### src/rtl/step_scheduler_if.sv
// Control inputs and step/voice outputs of the step scheduler.
// The master drives mode, tempo and voice requests; the slave returns step position and voice enables.
interface step_scheduler_if #(
   parameter int NUM_STEPS = 8,
   parameter int CNT_W     = 20
);
   logic [1:0]           mode;
   logic [CNT_W-1:0]     step_len;
   logic [3:0]           step_smpl;
   logic [3:0]           raw_req;
   logic [2:0]           step_idx;
   logic [NUM_STEPS-1:0] step_onehot;
   logic                 step_tick;
   logic [3:0]           play_smpl;

   modport master (
      output mode, step_len, step_smpl, raw_req,
      input  step_idx, step_onehot, step_tick, play_smpl
   );

   modport slave (
      input  mode, step_len, step_smpl, raw_req,
      output step_idx, step_onehot, step_tick, play_smpl
   );
endinterface

### src/rtl/step_scheduler.sv
// Drum step sequencer: plays pattern voices for a gate, then forces a rest so repeated voices retrigger.
// Every output is registered (one-cycle latency from inputs); free-running, no backpressure.
module step_scheduler #(
   parameter int NUM_STEPS = 8,
   parameter int CNT_W     = 20,
   parameter int MIN_STEP  = 16
) (
   input  logic           clk,
   input  logic           rst,
   step_scheduler_if.slave bus
);
   typedef enum logic [1:0] {
      IDLE = 2'd0,
      GATE = 2'd1,
      REST = 2'd2
   } state_t;

   localparam logic [1:0]       MODE_PLAY = 2'd1;
   localparam logic [1:0]       MODE_RAW  = 2'd2;
   localparam logic [CNT_W-1:0] MIN_LEN   = CNT_W'(MIN_STEP);
   localparam logic [CNT_W-1:0] MIN_GATE  = MIN_LEN - (MIN_LEN >> 3);
   localparam logic [CNT_W-1:0] CNT_ONE   = CNT_W'(1);
   localparam logic [2:0]       LAST_IDX  = 3'(NUM_STEPS - 1);
   localparam logic [NUM_STEPS-1:0] ONEHOT_ZERO = '0;
   localparam logic [NUM_STEPS-1:0] ONEHOT_BIT0 = NUM_STEPS'(1);

   state_t               state_q, state_d;
   logic [CNT_W-1:0]     cnt_q, cnt_d;
   logic [CNT_W-1:0]     len_q, len_d;
   logic [CNT_W-1:0]     gate_q, gate_d;
   logic [2:0]           idx_q, idx_d;
   logic [NUM_STEPS-1:0] onehot_q, onehot_d;
   logic                 tick_q, tick_d;
   logic [3:0]           play_q, play_d;

   logic [CNT_W-1:0]     lat_len;
   logic [CNT_W-1:0]     lat_gate;
   logic                 playing;

   // Tempo candidate, only taken at play entry and step boundaries.
   always_comb begin
      lat_len  = (bus.step_len < MIN_LEN) ? MIN_LEN : bus.step_len;
      lat_gate = lat_len - (lat_len >> 3);
      playing  = (bus.mode == MODE_PLAY);
   end

   always_ff @(posedge clk or negedge rst) begin
      if (!rst) begin
         state_q  <= IDLE;
         cnt_q    <= '0;
         len_q    <= MIN_LEN;
         gate_q   <= MIN_GATE;
         idx_q    <= '0;
         onehot_q <= '0;
         tick_q   <= 1'b0;
         play_q   <= '0;
      end else begin
         state_q  <= state_d;
         cnt_q    <= cnt_d;
         len_q    <= len_d;
         gate_q   <= gate_d;
         idx_q    <= idx_d;
         onehot_q <= onehot_d;
         tick_q   <= tick_d;
         play_q   <= play_d;
      end
   end

   always_comb begin
      state_d = state_q;
      cnt_d   = cnt_q;
      len_d   = len_q;
      gate_d  = gate_q;
      idx_d   = idx_q;
      tick_d  = 1'b0;
      play_d  = '0;

      case (state_q)
         IDLE: begin
            play_d = (bus.mode == MODE_RAW) ? bus.raw_req : 4'b0000;
            if (playing) begin
               state_d = GATE;
               cnt_d   = '0;
               idx_d   = '0;
               len_d   = lat_len;
               gate_d  = lat_gate;
            end
         end

         GATE: begin
            play_d = bus.step_smpl | bus.raw_req;
            if (!playing) begin
               state_d = IDLE;
               cnt_d   = '0;
               idx_d   = '0;
            end else begin
               cnt_d = cnt_q + CNT_ONE;
               if (cnt_q == gate_q - CNT_ONE) begin
                  state_d = REST;
               end
            end
         end

         REST: begin
            // Pattern voices are held off here so back-to-back hits re-trigger.
            play_d = bus.raw_req;
            if (!playing) begin
               state_d = IDLE;
               cnt_d   = '0;
               idx_d   = '0;
            end else if (cnt_q == len_q - CNT_ONE) begin
               state_d = GATE;
               cnt_d   = '0;
               idx_d   = (idx_q == LAST_IDX) ? 3'd0 : idx_q + 3'd1;
               tick_d  = 1'b1;
               len_d   = lat_len;
               gate_d  = lat_gate;
            end else begin
               cnt_d = cnt_q + CNT_ONE;
            end
         end

         default: begin
            state_d = IDLE;
            cnt_d   = '0;
            idx_d   = '0;
         end
      endcase

      onehot_d = (state_d == IDLE) ? ONEHOT_ZERO : (ONEHOT_BIT0 << idx_d);
   end

   assign bus.step_idx    = idx_q;
   assign bus.step_onehot = onehot_q;
   assign bus.step_tick   = tick_q;
   assign bus.play_smpl   = play_q;
endmodule

### src/flat_wrapper.sv
// flat-port wrapper written by rule: the top's interface ports become plain ports
module step_scheduler_flat 
#(
   parameter int NUM_STEPS = 8,
   parameter int CNT_W     = 20,
   parameter int MIN_STEP  = 16
)
  (clk, rst, bus_mode, bus_step_len, bus_step_smpl, bus_raw_req, bus_step_idx, bus_step_onehot, bus_step_tick, bus_play_smpl);
  step_scheduler_if #(.NUM_STEPS(NUM_STEPS), .CNT_W(CNT_W)) bus_i ();
  input  logic clk;
  input  logic rst;
  input wire logic [$bits(bus_i.mode)-1:0] bus_mode;
  input wire logic [$bits(bus_i.step_len)-1:0] bus_step_len;
  input wire logic [$bits(bus_i.step_smpl)-1:0] bus_step_smpl;
  input wire logic [$bits(bus_i.raw_req)-1:0] bus_raw_req;
  output wire logic [$bits(bus_i.step_idx)-1:0] bus_step_idx;
  output wire logic [$bits(bus_i.step_onehot)-1:0] bus_step_onehot;
  output wire logic [$bits(bus_i.step_tick)-1:0] bus_step_tick;
  output wire logic [$bits(bus_i.play_smpl)-1:0] bus_play_smpl;
  assign bus_i.mode = bus_mode;
  assign bus_i.step_len = bus_step_len;
  assign bus_i.step_smpl = bus_step_smpl;
  assign bus_i.raw_req = bus_raw_req;
  assign bus_step_idx = bus_i.step_idx;
  assign bus_step_onehot = bus_i.step_onehot;
  assign bus_step_tick = bus_i.step_tick;
  assign bus_play_smpl = bus_i.play_smpl;
  step_scheduler #(.NUM_STEPS(NUM_STEPS), .CNT_W(CNT_W), .MIN_STEP(MIN_STEP)) u_core (.clk(clk), .rst(rst), .bus(bus_i));
endmodule
### config.mk
export PLATFORM = sky130hd
export DESIGN_NAME = step_scheduler_flat
export DESIGN_NICKNAME = d
export VERILOG_FILES = /design/src/rtl/step_scheduler_if.sv /design/src/rtl/step_scheduler.sv /design/src/flat_wrapper.sv
export SDC_FILE = /design/constraint.sdc
export NUM_CORES = 1
export LEC_CHECK = 0
export CAP_MARGIN = 10
export CELL_PAD_IN_SITES_DETAIL_PLACEMENT = 1
export CELL_PAD_IN_SITES_GLOBAL_PLACEMENT = 2
export CORE_UTILIZATION = 37
export DETAILED_ROUTE_END_ITERATION = 10
export GPL_TIMING_DRIVEN = 0
export PLACE_DENSITY = 0.92
export SLEW_MARGIN = 20
export SYNTH_ARGS = -nofsm -noshare
export SYNTH_HDL_FRONTEND = slang
export SYNTH_SLANG_ARGS = --single-unit
### constraint.sdc
create_clock -name clk -period 4.45 [get_ports clk]
set_input_delay 0.445 -clock clk [delete_from_list [all_inputs] [get_ports clk]]
set_output_delay 0.445 -clock clk [all_outputs]
set_load 0.005 [all_outputs]
==> run metrics <==
diode count 0; CTS Buf Count 9; fin crit share 0.932; Worst-Margin Slew 1.01 ns; most common cell after layout, fill and taps aside dfrtp_1; vias in the first global route 5625; mean routed wirelength per cell 18.3 um; clock sinks 78; r2r endpoint u_core.gate_q[6]$_DFFE_PN0P_; clk slew on worst S/H paths 0.06 ns; synth unique cells 75; Setup Fix Bufs, Post-CTS 0; detailed-route vias per instance 5.59; maximum vdd drop 232 uV; antenna violations before repair 0; Max-Cap Viols 0; starting DRC count in detailed routing 184; Achievable Freq 241 MHz; worst reg2reg path startpoint u_core.len_q[0]$_DFFE_PN0P_; Worst slew margin 0.317; CP Data Required Time 4.69 ns; Antenna Nets Post-Route 0; Critical Path End u_core.gate_q[6]$_DFFE_PN0P_; CP Cell Sequence inv_1 -> ha_1 -> clkbuf_1 -> nor4b_1 -> a31oi_1 -> a2111oi_0 -> nand2_1 -> nor4_1 -> nand4_1 -> o21ai_1 -> buf_2 -> mux2_2; Via Count 5298; synthesized cell area 5960 um2; asr flop ratio synth 1.00; die height 129 um; # DRC 0; Longest Clk Path Bufs 2; CTS tree done; setup TNS 0 ns; GRT Overall Usage 0.226; CP Capture Type flop; post_cts resized 0; maximum fanout along the worst path 10; post-synthesis cell count 666; Layout area overhead 17.9%; GRT overflow 0; syn nets 725; synth warn 0; final wirelength 17.3 mm; commonest cells after routing, fill and taps aside 74 x dfrtp_1, 47 x a21oi_1, 46 x clkdlybuf4s50_1, 42 x xnor2_1, 37 x nor2_1; die footprint 16600 um2; pin count of the biggest net entering global routing 47; Top Ports 48; Root Buffer clkbuf_16; share of cells above drive strength 1 0.111; R2R depth 12; Post-Syn Area per Cell 8.95 um2; pwr dens 492 nW/um2; CP Data Arrival Time 4.39 ns; RSZ-0062 raised after global routing no; EDFF count, synth 0; GRT busiest layer met2; global-route wire length before repair 28.7 mm; core area 15800 um2; Slew Limit Fails 0; Hold Crit Class input pin to asynchronous set/reset pin; Leak 0.00289 uW; Top FF cell, synth dfrtp_1; row count 46; final count of hold timing violations 0; met1 Usage GRT 0.267; Synth Register Bits 78; status finished, final reports clean; Post-CTS Hold Fix Bufs 0; hpwl dp 13.9 mm; H-tree depth 3; register area share after synthesis 0.328; clock latency on the worst-skew pair 0.36 ns; final hold slack 0.0364 ns; slowest cell on the critical path nor4b_1; Die X 129 um; crit path time final 4.15 ns; GRT met3 Usage 0.0299; Setup violations, final 0; Crit. Startpoint u_core.len_q[0]$_DFFE_PN0P_; crit path kind flop to flop; Max stage delay on crit path 0.51 ns; skew final 0.00702 ns; Pre-antenna DRT Iters 4; CP Launch Type flop; starting density of the core 0.377; NumNets Final 786; R2R Setup Slk 0.30 ns; gp weighted congestion 0.857; met2 usage in global routing 0.402; PortBufs 47; fillers 1835
[report_power, final]
group          internal [uW]  switching, uW
Combinational            664            822
Clock                    433            298
Sequential               930            305
[sequential cells by signal, summed over array words and instances (netlist names)]
register                flops
u_core.cnt_q               20
u_core.bus.step_tick        1
u_core.len_q               20
u_core.state_q              2
u_core.bus.step_idx         3
u_core.bus.play_smpl        4
u_core.gate_q              20
u_core.bus.step_onehot      8
[area by class of cell]
type / count / area (um2) / share of cell area
buffer: 40 / 169 / 0.0240
clock buffer: 12 / 236 / 0.0337
clock inverter: 4 / 47.5 / 0.00677
inverter: 36 / 135 / 0.0192
multi-input combinational: 512 / 3700 / 0.527
sequential: 78 / 1960 / 0.279
tap: 216 / 270 / 0.0385
timing repair buffer: 50 / 510 / 0.0727
[worst min-delay path by stage]
stage	start	end	slack, ns	cells past startpoint
finish	rst	u_core.cnt_q[6]$_DFFE_PN0P_	0.04	1
CTS	rst	u_core.cnt_q[6]$_DFFE_PN0P_	0.05	1
global route	rst	u_core.cnt_q[6]$_DFFE_PN0P_	0.07	1
detailed placement	rst	u_core.cnt_q[6]$_DFFE_PN0P_	0.42	1
floorplan	rst	u_core.bus.play_smpl[0]$_DFF_PN0_	0.15	0
global placement	u_core.gate_q[1]$_DFFE_PN1P_	u_core.gate_q[1]$_DFFE_PN1P_	0.53	2
[worst max-delay path: cells and delay by family (launching register included)]
family / cells / cell delay (ns)
AO/OA/AOI/OAI: 3 / 1.12
adder cells (fa/ha/maj): 1 / 0.14
buffers and inverters: 3 / 0.81
flip-flops: 1 / 0.42
multiplexers: 1 / 0.38
AND/OR/NAND/NOR: 4 / 1.15
[metrics by stage]
stage | setup WS (ns) | total power, uW | instances | instance area [um2] | utilization
after global placement | -0.166 | 2620 | 929 | 6700 | 0.423
after detailed placement | -0.163 | 2720 | 930 | 6730 | 0.425
final | 0.301 | 3450 | 948 | 7020 | 0.444
after global routing | 0.0238 | 3680 | 948 | 7020 | 0.444
after floorplan | 1.27 | 2240 | 666 | 5960 | -
after CTS | 0.197 | 3470 | 946 | 7010 | 0.443
[metal layers]
| metal | up-vias | part of all wire |
|---|---|---|
| met5 | - | 0 |
| met4 | 0 | 0.034 |
| met3 | 37 | 0.029 |
| met2 | 104 | 0.49 |
| met1 | 2612 | 0.44 |
| li1 | 2545 | - |
[synth_stat cells, drive strengths merged (2+ instances only)]
| master | number | share of area |
|---|---|---|
| and4 | 3 | 0.0044 |
| or2 | 5 | 0.0052 |
| ha | 26 | 0.055 |
| and3 | 15 | 0.016 |
| o41ai | 2 | 0.0042 |
| a21o | 5 | 0.0063 |
| or3 | 11 | 0.015 |
| o21ai | 24 | 0.020 |
| inv | 36 | 0.023 |
| a211oi | 8 | 0.011 |
| xor2 | 29 | 0.043 |
| nor4b | 4 | 0.0059 |
| or4 | 5 | 0.0076 |
| clkbuf | 30 | 0.019 |
| buf | 10 | 0.0094 |
| dfrtp | 74 | 0.31 |
| mux2 | 31 | 0.059 |
| a22o | 9 | 0.013 |
| a21oi | 47 | 0.039 |
| xnor2 | 42 | 0.062 |
| dfstp | 4 | 0.018 |
| o21a | 2 | 0.0025 |
| o211a | 2 | 0.0034 |
| mux2i | 6 | 0.010 |
| o22ai | 2 | 0.0021 |
| and2 | 10 | 0.010 |
| nand2 | 30 | 0.019 |
| nand4 | 13 | 0.014 |
| nand3b | 3 | 0.0038 |
| nor2b | 8 | 0.0084 |
| a31oi | 18 | 0.019 |
| a22oi | 2 | 0.0025 |
| nand3 | 14 | 0.012 |
| nor4 | 27 | 0.037 |
| a41oi | 3 | 0.0044 |
| nor3 | 24 | 0.020 |
| nor2 | 37 | 0.023 |
| nand2b | 19 | 0.020 |
| o2bb2ai | 2 | 0.0029 |
| a2111oi | 2 | 0.0040 |
| o31ai | 4 | 0.0059 |
[cells by family (layout without fill, tap and decap cells)]
logic type / count (synthesis) / count (layout) / share of synthesized area
and+or+nand+nor: 231 / 231 / 0.226
DFF: 78 / 78 / 0.328
adders and majority gates: 27 / 27 / 0.0579
muxes: 37 / 37 / 0.0687
buffers and inverters: 76 / 142 / 0.0510
AOI/OAI and AO/OA: 146 / 146 / 0.163
xor gates and xnor gates: 71 / 71 / 0.104
Power figures use the tool's default switching activity.
